`src/rtl/mul_pkg.sv`:
```
// Shared definitions for the iterative multiplier: controller states and
// the fixed start-to-done latency used by the datapath stall logic.
package mul_pkg;

    typedef enum logic [1:0] {
        IDLE = 2'd0,
        RUN  = 2'd1,
        FIX  = 2'd2,
        DONE = 2'd3
    } state_t;

    function automatic int MUL_LATENCY(input int width);
        return width + 2;
    endfunction

endpackage

```
`src/rtl/mul_acc_step.sv`:
```
// One radix-2 shift-add iteration: conditional add of the multiplicand into
// the upper half, then a one-bit right shift of {carry, acc_hi, acc_lo}.
module mul_acc_step #(
    parameter int WIDTH = 16
) (
    input  logic [WIDTH-1:0] acc_hi_i,
    input  logic [WIDTH-1:0] acc_lo_i,
    input  logic [WIDTH-1:0] mcand_i,
    output logic [WIDTH-1:0] acc_hi_o,
    output logic [WIDTH-1:0] acc_lo_o
);

    logic [WIDTH:0] sum;

    always_comb begin
        sum = {1'b0, acc_hi_i};
        // acc_lo still holds the unconsumed multiplier bits in its low end
        if (acc_lo_i[0]) begin
            sum = sum + {1'b0, mcand_i};
        end
        acc_hi_o = sum[WIDTH:1];
        acc_lo_o = {sum[0], acc_lo_i[WIDTH-1:1]};
    end

endmodule

```
`src/rtl/seq_mul.sv`:
```
// Iterative shift-add multiplier with start/done handshake; signed mode works
// on magnitudes and negates the full 2*WIDTH-bit product at the end.
module seq_mul
    import mul_pkg::*;
#(
    parameter int WIDTH = 16
) (
    input  logic             clk,
    input  logic             rst_n,
    input  logic             start,
    input  logic             is_signed,
    input  logic [WIDTH-1:0] a,
    input  logic [WIDTH-1:0] b,
    output logic             busy,
    output logic             done,
    output logic [WIDTH-1:0] hi,
    output logic [WIDTH-1:0] lo
);

    localparam int CNT_W = $clog2(WIDTH + 1);

    state_t             state_q;
    logic [CNT_W-1:0]   cnt_q;
    logic [WIDTH-1:0]   acc_hi_q, acc_lo_q, mcand_q;
    logic [WIDTH-1:0]   hi_q, lo_q;
    logic               sign_q, busy_q, done_q;

    logic [WIDTH-1:0]   acc_hi_d, acc_lo_d;
    logic [WIDTH-1:0]   mag_a, mag_b;
    logic               sign_d;
    logic [2*WIDTH-1:0] prod, prod_fix;

    mul_acc_step #(.WIDTH(WIDTH)) u_step (
        .acc_hi_i (acc_hi_q),
        .acc_lo_i (acc_lo_q),
        .mcand_i  (mcand_q),
        .acc_hi_o (acc_hi_d),
        .acc_lo_o (acc_lo_d)
    );

    // The most negative value negates to itself, which is already its magnitude
    always_comb begin
        mag_a    = (is_signed && a[WIDTH-1]) ? -a : a;
        mag_b    = (is_signed && b[WIDTH-1]) ? -b : b;
        sign_d   = is_signed & (a[WIDTH-1] ^ b[WIDTH-1]);
        prod     = {acc_hi_q, acc_lo_q};
        prod_fix = sign_q ? -prod : prod;
    end

    always_ff @(posedge clk or negedge rst_n) begin
        if (!rst_n) begin
            state_q  <= IDLE;
            cnt_q    <= '0;
            acc_hi_q <= '0;
            acc_lo_q <= '0;
            mcand_q  <= '0;
            sign_q   <= 1'b0;
            busy_q   <= 1'b0;
            done_q   <= 1'b0;
            hi_q     <= '0;
            lo_q     <= '0;
        end else begin
            done_q <= 1'b0;
            case (state_q)
                IDLE, DONE: begin
                    if (start) begin
                        acc_hi_q <= '0;
                        acc_lo_q <= mag_b;
                        mcand_q  <= mag_a;
                        sign_q   <= sign_d;
                        cnt_q    <= CNT_W'(WIDTH - 1);
                        busy_q   <= 1'b1;
                        state_q  <= RUN;
                    end else begin
                        busy_q  <= 1'b0;
                        state_q <= IDLE;
                    end
                end
                RUN: begin
                    acc_hi_q <= acc_hi_d;
                    acc_lo_q <= acc_lo_d;
                    if (cnt_q == '0) begin
                        state_q <= FIX;
                    end else begin
                        cnt_q <= cnt_q - CNT_W'(1);
                    end
                end
                FIX: begin
                    hi_q    <= prod_fix[2*WIDTH-1:WIDTH];
                    lo_q    <= prod_fix[WIDTH-1:0];
                    done_q  <= 1'b1;
                    busy_q  <= 1'b0;
                    state_q <= DONE;
                end
                default: begin
                    busy_q  <= 1'b0;
                    state_q <= IDLE;
                end
            endcase
        end
    end

    assign busy = busy_q;
    assign done = done_q;
    assign hi   = hi_q;
    assign lo   = lo_q;

endmodule

```
`config.mk`:
```
export PLATFORM = sky130hd
export DESIGN_NAME = seq_mul
export DESIGN_NICKNAME = d
export VERILOG_FILES = /design/src/rtl/mul_pkg.sv /design/src/rtl/mul_acc_step.sv /design/src/rtl/seq_mul.sv
export SDC_FILE = /design/constraint.sdc
export NUM_CORES = 1
export LEC_CHECK = 0
export ABC_AREA = 1
export CAP_MARGIN = 20
export CORE_UTILIZATION = 58
export DETAILED_ROUTE_END_ITERATION = 16
export PLACE_DENSITY = 0.82
export SYNTH_ARGS = -nofsm -noshare
export SYNTH_HDL_FRONTEND = slang
export SYNTH_SLANG_ARGS = --single-unit
export TNS_END_PERCENT = 10
```
`constraint.sdc`:
```
create_clock -name clk -period 3.6 [get_ports clk]
set_input_delay 1.08 -clock clk [delete_from_list [all_inputs] [get_ports clk]]
set_output_delay 1.08 -clock clk [all_outputs]
set_load 0.005 [all_outputs]
```
==> impl_metrics.py <==
metrics = {
    "setup_path": {
        "rr_endpoint": "acc_lo_q[11]",
        "crit_slowest_cell": "o21ai_2",
        "slowest_delay_ps": 550,
        "worst-path-max-fanout": 23,
        "cp.arrival_ps": 2980,
        "cp_cell_sequence": "inv_1, ha_1, buf_4, inv_2, o21ai_2, inv_1, a21oi_1, nand2_1, o21ai_0",
        "cp_top_family": "buffers and inverters",
        "cp_num_buf_inv": 4,
        "reg2reg_slack_ps": 900,
        "cp-end-kind": "flop",
        "setup.worst_path.start": "state_q[1]",
        "crit_path_start_kind": "flop",
        "r2r-start": "state_q[1]",
        "reg2regPathDepth": 9,
        "worstSetupPathType": "reg2reg",
        "crit_required_ps": 3880,
        "cp_common_cell": "inv_1",
    },
    "synthesis": {
        "syn_avg_cell_area_um2": 6.62,
        "syn-cell-area_mm2": 0.00629,
        "synth_edf_count": 0,
        "ys_ff_latch": 90,
        "synthArstFlopShare": 1.00,
        "seq_area_frac_synth": 0.358,
        "synth_common_cells": "nand2_1, inv_1, nand3_1",
        "yosysTopAreaCell": "dfrtp_1",
        "synthesis.nets": 1011,
        "synth-main-ff-cell": "dfrtp_1",
        "synth_cells": 950,
        "yosysMostFrequentCell": "nand2_1",
        "synth_area_leaders": "dfrtp_1, nand2_1, nand3_1",
        "synthDistinctLibCells": 32,
        "netlist.area_leader.share": 0.358,
        "ys_warn_count": 0,
    },
    "finish": {
        "antenna-diode-count": 0,
        "area_growth_pct": 15.7,
        "fill_cells": 896,
        "drive_above_1_share": 0.0355,
        "final_nets": 1070,
    },
    "placement": {
        "io_buffers": 69,
        "hpwl_um": 11600,
        "gp_congestion": 0.895,
    },
    "sta": {
        "min_period_ps": 2700,
        "maxSlewHeadroom": 0.526,
        "finalSetupTns_ps": 0,
        "final.period_utilization": 0.750,
        "setup_viol": 0,
        "fmax_ghz": 0.370,
        "clock_skew_ps": 8.93,
        "rsz0062_at_grt": "false",
        "tightest_slew_ps": 710,
        "report.final.slew_viol_count": 0,
        "hold_violations": 0,
    },
    "status": {
        "outcome": "complete, no violations",
    },
    "cts": {
        "cts_tree": "built",
        "clk_latency_ps": 370,
        "clk_pin_slew_worst_paths_ps": 90,
        "postCtsSetupBuffers": 0,
        "ctsHoldBuffers": 0,
        "clock-sinks": 90,
        "clockBufferDepth": 2,
        "root_buffer": "clkbuf_8",
        "cts_buffers": 9,
        "htreeDepth": 3,
        "cts_resized": 0,
    },
    "die": {
        "die_x_um": 106,
        "die_height_um": 106,
        "initial_core_util": 0.604,
        "die_area_mm2": 0.0113,
        "io_pins": 70,
        "core_area_mm2": 0.0104,
        "rows": 37,
    },
    "routing": {
        "ant_nets": 0,
        "viasPerCell": 5.42,
        "dr.pass1.iters": 5,
        "postRouteWirelength_um": 15000,
        "drc": 0,
        "vias": 6226,
        "drt_iter0_markers": 451,
        "wl_per_cell_um": 13.0,
    },
    "global_routing": {
        "gr-usage-all-layers": 0.280,
        "grt_pass1_vias": 5519,
        "antenna_found_initial": 0,
        "grt_pass1_wl_um": 25400,
        "grt_max_degree": 53,
        "overflow": 0,
    },
    "pwr": {
        "peakVddDrop_mv": 0.607,
        "power.density_mw_per_mm2": 825,
        "fin_total_pwr_w": 0.00600,
        "leakagePower_nw": 3.72,
    },
    "worst_hold_path": {
        "min-delay-start": "hi[14]",
        "hp-class": "reg2reg",
        "hold_end": "hi[14]",
        "min_path_cells": 2,
    },
    "job": {
        "cap_violations": 0,
    },
}
==> layout by cell type (no fill, tap or decap), drive strengths merged, types with 8 or more instances in the layout <==
| master | count |
|---|---|
| nand3 | 99 |
| nor2 | 80 |
| a21oi | 42 |
| a31oi | 12 |
| buf | 8 |
| clkbuf | 11 |
| nor3 | 8 |
| nand2 | 298 |
| inv | 123 |
| nand4 | 13 |
| clkdlybuf4s50 | 68 |
| o21ai | 86 |
| dfrtp | 90 |
| xor2 | 20 |
| ha | 24 |
==> final cells by class <==
class	count	area, um^2	share of cell area
Clock buffer	11	141	0.0194
Clock inverter	4	28.8	0.00395
Tap cell	136	170	0.0234
Timing Repair Buffer	76	773	0.106
Sequential cell	90	2250	0.309
Multi-Input combinational cell	709	3450	0.474
Inverter	123	462	0.0634
==> registers in the layout, indices dropped and copies added (netlist names), 2 cells and up <==
name,cells
acc_hi_q,16
lo,16
hi,16
cnt_q,5
acc_lo_q,16
state_q,2
mcand_q,16
==> per-layer routing <==
metal	vias up	GRT usage	wire, um
met3	19	0.0349	945
met4	0	0.0883	238
met1	2777	0.424	7310
li1	3189	-	-
met2	241	0.416	6470
met5	-	0	0
==> worst max-delay path by stage <==
| stage | endpoint | slack, ps | cells past startpoint |
|---|---|---|---|
| floorplan | acc_lo_q[10] | 1420 | 11 |
| global placement | acc_lo_q[6] | 780 | 7 |
| detailed placement | acc_lo_q[11] | 690 | 7 |
| CTS | acc_lo_q[11] | 950 | 9 |
| global route | acc_lo_q[6] | 610 | 9 |
| finish | acc_lo_q[11] | 900 | 9 |
==> stage by stage <==
step	instance area [um^2]	std cells	utilization	setup slack [ps]	hold slack (ps)
after CTS	7250	1148	0.696	953	490
after global placement	7080	1133	0.680	782	463
after detailed placement	7080	1133	0.680	692	467
final	7280	1149	0.699	901	482
after floorplan	6290	950	-	1420	453
after global routing	7280	1149	0.699	614	500
==> tightest hold or removal path: stages, from the launching register on <==
cell	delay (ps)
dfrtp_1	350
nand2_1	50
nand2_1	50
==> power breakdown <==
part | switching (W) | leakage (nW) | internal (W)
combinational | 0.00213 | 2.52 | 0.00138
clock | 0.000363 | 0.0814 | 0.000266
sequential | 0.000393 | 1.12 | 0.00148
total | 0.00289 | 3.72 | 0.00312
==> cells by family (layout without fill, tap and decap cells) <==
logic type / Yosys count / after routing / share of synthesized area
flops: 90 / 90 / 0.358
compound gates: 151 / 151 / 0.127
fa+ha+maj: 25 / 25 / 0.0509
simple gates: 512 / 512 / 0.341
buf+inv: 151 / 214 / 0.0934
xor+xnor: 21 / 21 / 0.0292
Power figures use the tool's default switching activity.
==> RTL edit: new RTL, config.mk and constraints unchanged <==
`WIDTH` is set to 16 in 2 places; all go to 8.
--- a/src/rtl/mul_acc_step.sv
+++ b/src/rtl/mul_acc_step.sv
@@ -1,7 +1,7 @@
 // One radix-2 shift-add iteration: conditional add of the multiplicand into
 // the upper half, then a one-bit right shift of {carry, acc_hi, acc_lo}.
 module mul_acc_step #(
-    parameter int WIDTH = 16
+    parameter int WIDTH = 8
 ) (
     input  logic [WIDTH-1:0] acc_hi_i,
     input  logic [WIDTH-1:0] acc_lo_i,
--- a/src/rtl/seq_mul.sv
+++ b/src/rtl/seq_mul.sv
@@ -3,7 +3,7 @@
 module seq_mul
     import mul_pkg::*;
 #(
-    parameter int WIDTH = 16
+    parameter int WIDTH = 8
 ) (
     input  logic             clk,
     input  logic             rst_n,
Ports: changed (resized a, b, hi and lo); port bits go from 70 to 38. The function was not compared with the original's and may differ.
==> RTL edit against the unedited design <==
First-iteration DRC count shrank 67%. Sequential cell count shrank 41. Area after synthesis shrank 51%. Count of clock-buffer cells in the layout shrank 5. Final area shrank 51%. Setup slack gained 190 ps. Power shrank 53%. Wire length shrank 56%.
==> RTL edit: results (changes against the unedited design) <==
Parameter                              Value

Outcome
  Result of the run ... completed (unchanged)

Critical path
  Register-to-Register Setup Slack ... 1340 ps (was 900 ps)
  Start point of the critical path ... start (was state_q[1])
  Setup crit end ... cnt_q[0] (was acc_lo_q[11])
  Reg2Reg Depth ... 7 (was 9)
  Largest fanout on the critical path ... 18 (was 23)

Cells and area
  Layout fillers ... 427 (was 896)
  Final nets ... 498 (was 1070)
  Share of post-route cells with drive strength above 1 ... 0.0302 (was 0.0355)

Global route
  Maximum number of pins on one net before global-route repair ... 50 (was 53)
  Number of global-route vias before repair ... 2570 (was 5519)
  Total routing usage reported by global routing ... 0.262 (was 0.280)
  Global-route wire length before repair ... 11200 um (was 25400 um)

Place
  Setup slack after placement ... 779 ps (was 692 ps)
  Number of input and output port buffers inserted ... 37 (was 69)
  Placed cell areas ... 0.00349 mm2 (was 0.00708 mm2)
  Weighted congestion at the end of routability-driven global placement ... 0.911 (was 0.895)
  Detailed-placement wirelength estimate ... 5030 um (was 11600 um)

Yosys
  Share of the yosys chip area belonging to registers ... 0.398 (was 0.358)
  Mean area per synthesized cell ... 7.22 um2 (was 6.62 um2)
  Post-synthesis net count ... 463 (was 1011)
  Number of unique standard cell types used by synthesis ... 27 (was 32)
  Top cell types by occurrence after synthesis ... 127 x nand2_1, 49 x dfrtp_1, 48 x inv_1, 41 x o21ai_0, 38 x nand3_1 (was 295 x nand2_1, 120 x inv_1, 98 x nand3_1, 90 x dfrtp_1, 83 x o21ai_0)
  Top cells by area in the synthesized netlist ... dfrtp_1 40%, nand2_1 15%, o21ai_0 6.7% (was dfrtp_1 36%, nand2_1 18%, nand3_1 7.8%)

Detailed routing
  Number of DRC markers after the initial detailed-route iteration ... 148 (was 451)
  DR pass1 iterations ... 4 (was 5)
  Per-cell routed wire length ... 12.3 um (was 13.0 um)
  Routed vias ... 2830 (was 6226)

Pwr
  Leakage power ... 1.81 nW (was 3.72 nW)
  Maximum vdd drop ... 594 uV (was 607 uV)

CTS
  Post-CTS sizing ... 0 (unchanged)
  Clock latency of the later-clocked register in the worst-skew pair ... 300 ps (was 370 ps)
  Buffer levels on the longest clock path ... 2 (unchanged)
  Number of CTS-inserted buffers ... 5 (was 9)
  Clock H-tree levels ... 2 (was 3)

Timing
  Setup skew after layout ... 8.04 ps (was 8.93 ps)
  Worst slew margin relative to its limit ... 0.575 (was 0.526)
RTL edit: cell types whose count changed in the layout (fill, tap and decap cells not counted), moves of 21 or more:
| cell | change |
|---|---|
| nor2_1 | -51 |
| nand3_1 | -60 |
| clkdlybuf4s50_1 | -32 |
| o21ai_0 | -42 |
| a21oi_1 | -21 |
| nand2_1 | -168 |
| dfrtp_1 | -41 |
| inv_1 | -72 |
RTL edit: through the flow:
step | total power, mW | utilization
5_1_grt | 3.16 | 0.704
6_report | 2.85 | 0.704
3_3_place_gp | 2.50 | 0.684
3_5_place_dp | 2.55 | 0.684
2_1_floorplan | 2.07 | -
4_1_cts | 2.85 | 0.700
RTL edit: worst min path at each step:
stage                     from    endpoint  cells past startpoint
finish                   hi[1]       hi[1]                      2
global route             lo[0]       lo[0]                      2
global placement         hi[0]       hi[0]                      2
floorplan           mcand_q[5]  mcand_q[5]                      2
CTS                      hi[1]       hi[1]                      2
detailed placement       hi[1]       hi[1]                      2
RTL edit: worst max-delay path: stages:
cell and delay, ps:
clkdlybuf4s50_1 470, nand2_1 310, o21ai_4 320, nand2_2 220, nor2_1 190, o21ai_0 90
RTL edit: area by class of cell:
| cell class | count | area, um2 | share of cell area |
|---|---|---|---|
| Inverter | 51 | 191 | 0.0532 |
| Clock buffer | 6 | 72.6 | 0.0202 |
| Sequential cell | 49 | 1230 | 0.341 |
| Multi-Input combinational cell | 317 | 1620 | 0.451 |
| Clock inverter | 2 | 10.0 | 0.00278 |
| Tap cell | 70 | 87.6 | 0.0243 |
| Timing Repair Buffer | 38 | 385 | 0.107 |
RTL edit: layer usage:
layer | global-route usage | share of wire | vias up
li1 | - | - | 1475
met1 | 0.342 | 0.46 | 1262
met2 | 0.450 | 0.48 | 83
met3 | 0.0335 | 0.046 | 10
met4 | 0.0922 | 0.014 | 0
met5 | 0 | 0 | -
RTL edit: logic make-up after synthesis:
| kind of cell | synth area share |
|---|---|
| xor gates and xnor gates | 0.0398 |
| and+or+nand+nor | 0.282 |
| adders and majority gates | 0.0674 |
| DFF | 0.398 |
| buffers and inverters | 0.0755 |
| AOI/OAI and AO/OA | 0.138 |
RTL edit: power breakdown:
part	switching (mW)	internal, mW
sequential	0.205	0.792
clock	0.173	0.135
combinational	0.926	0.619
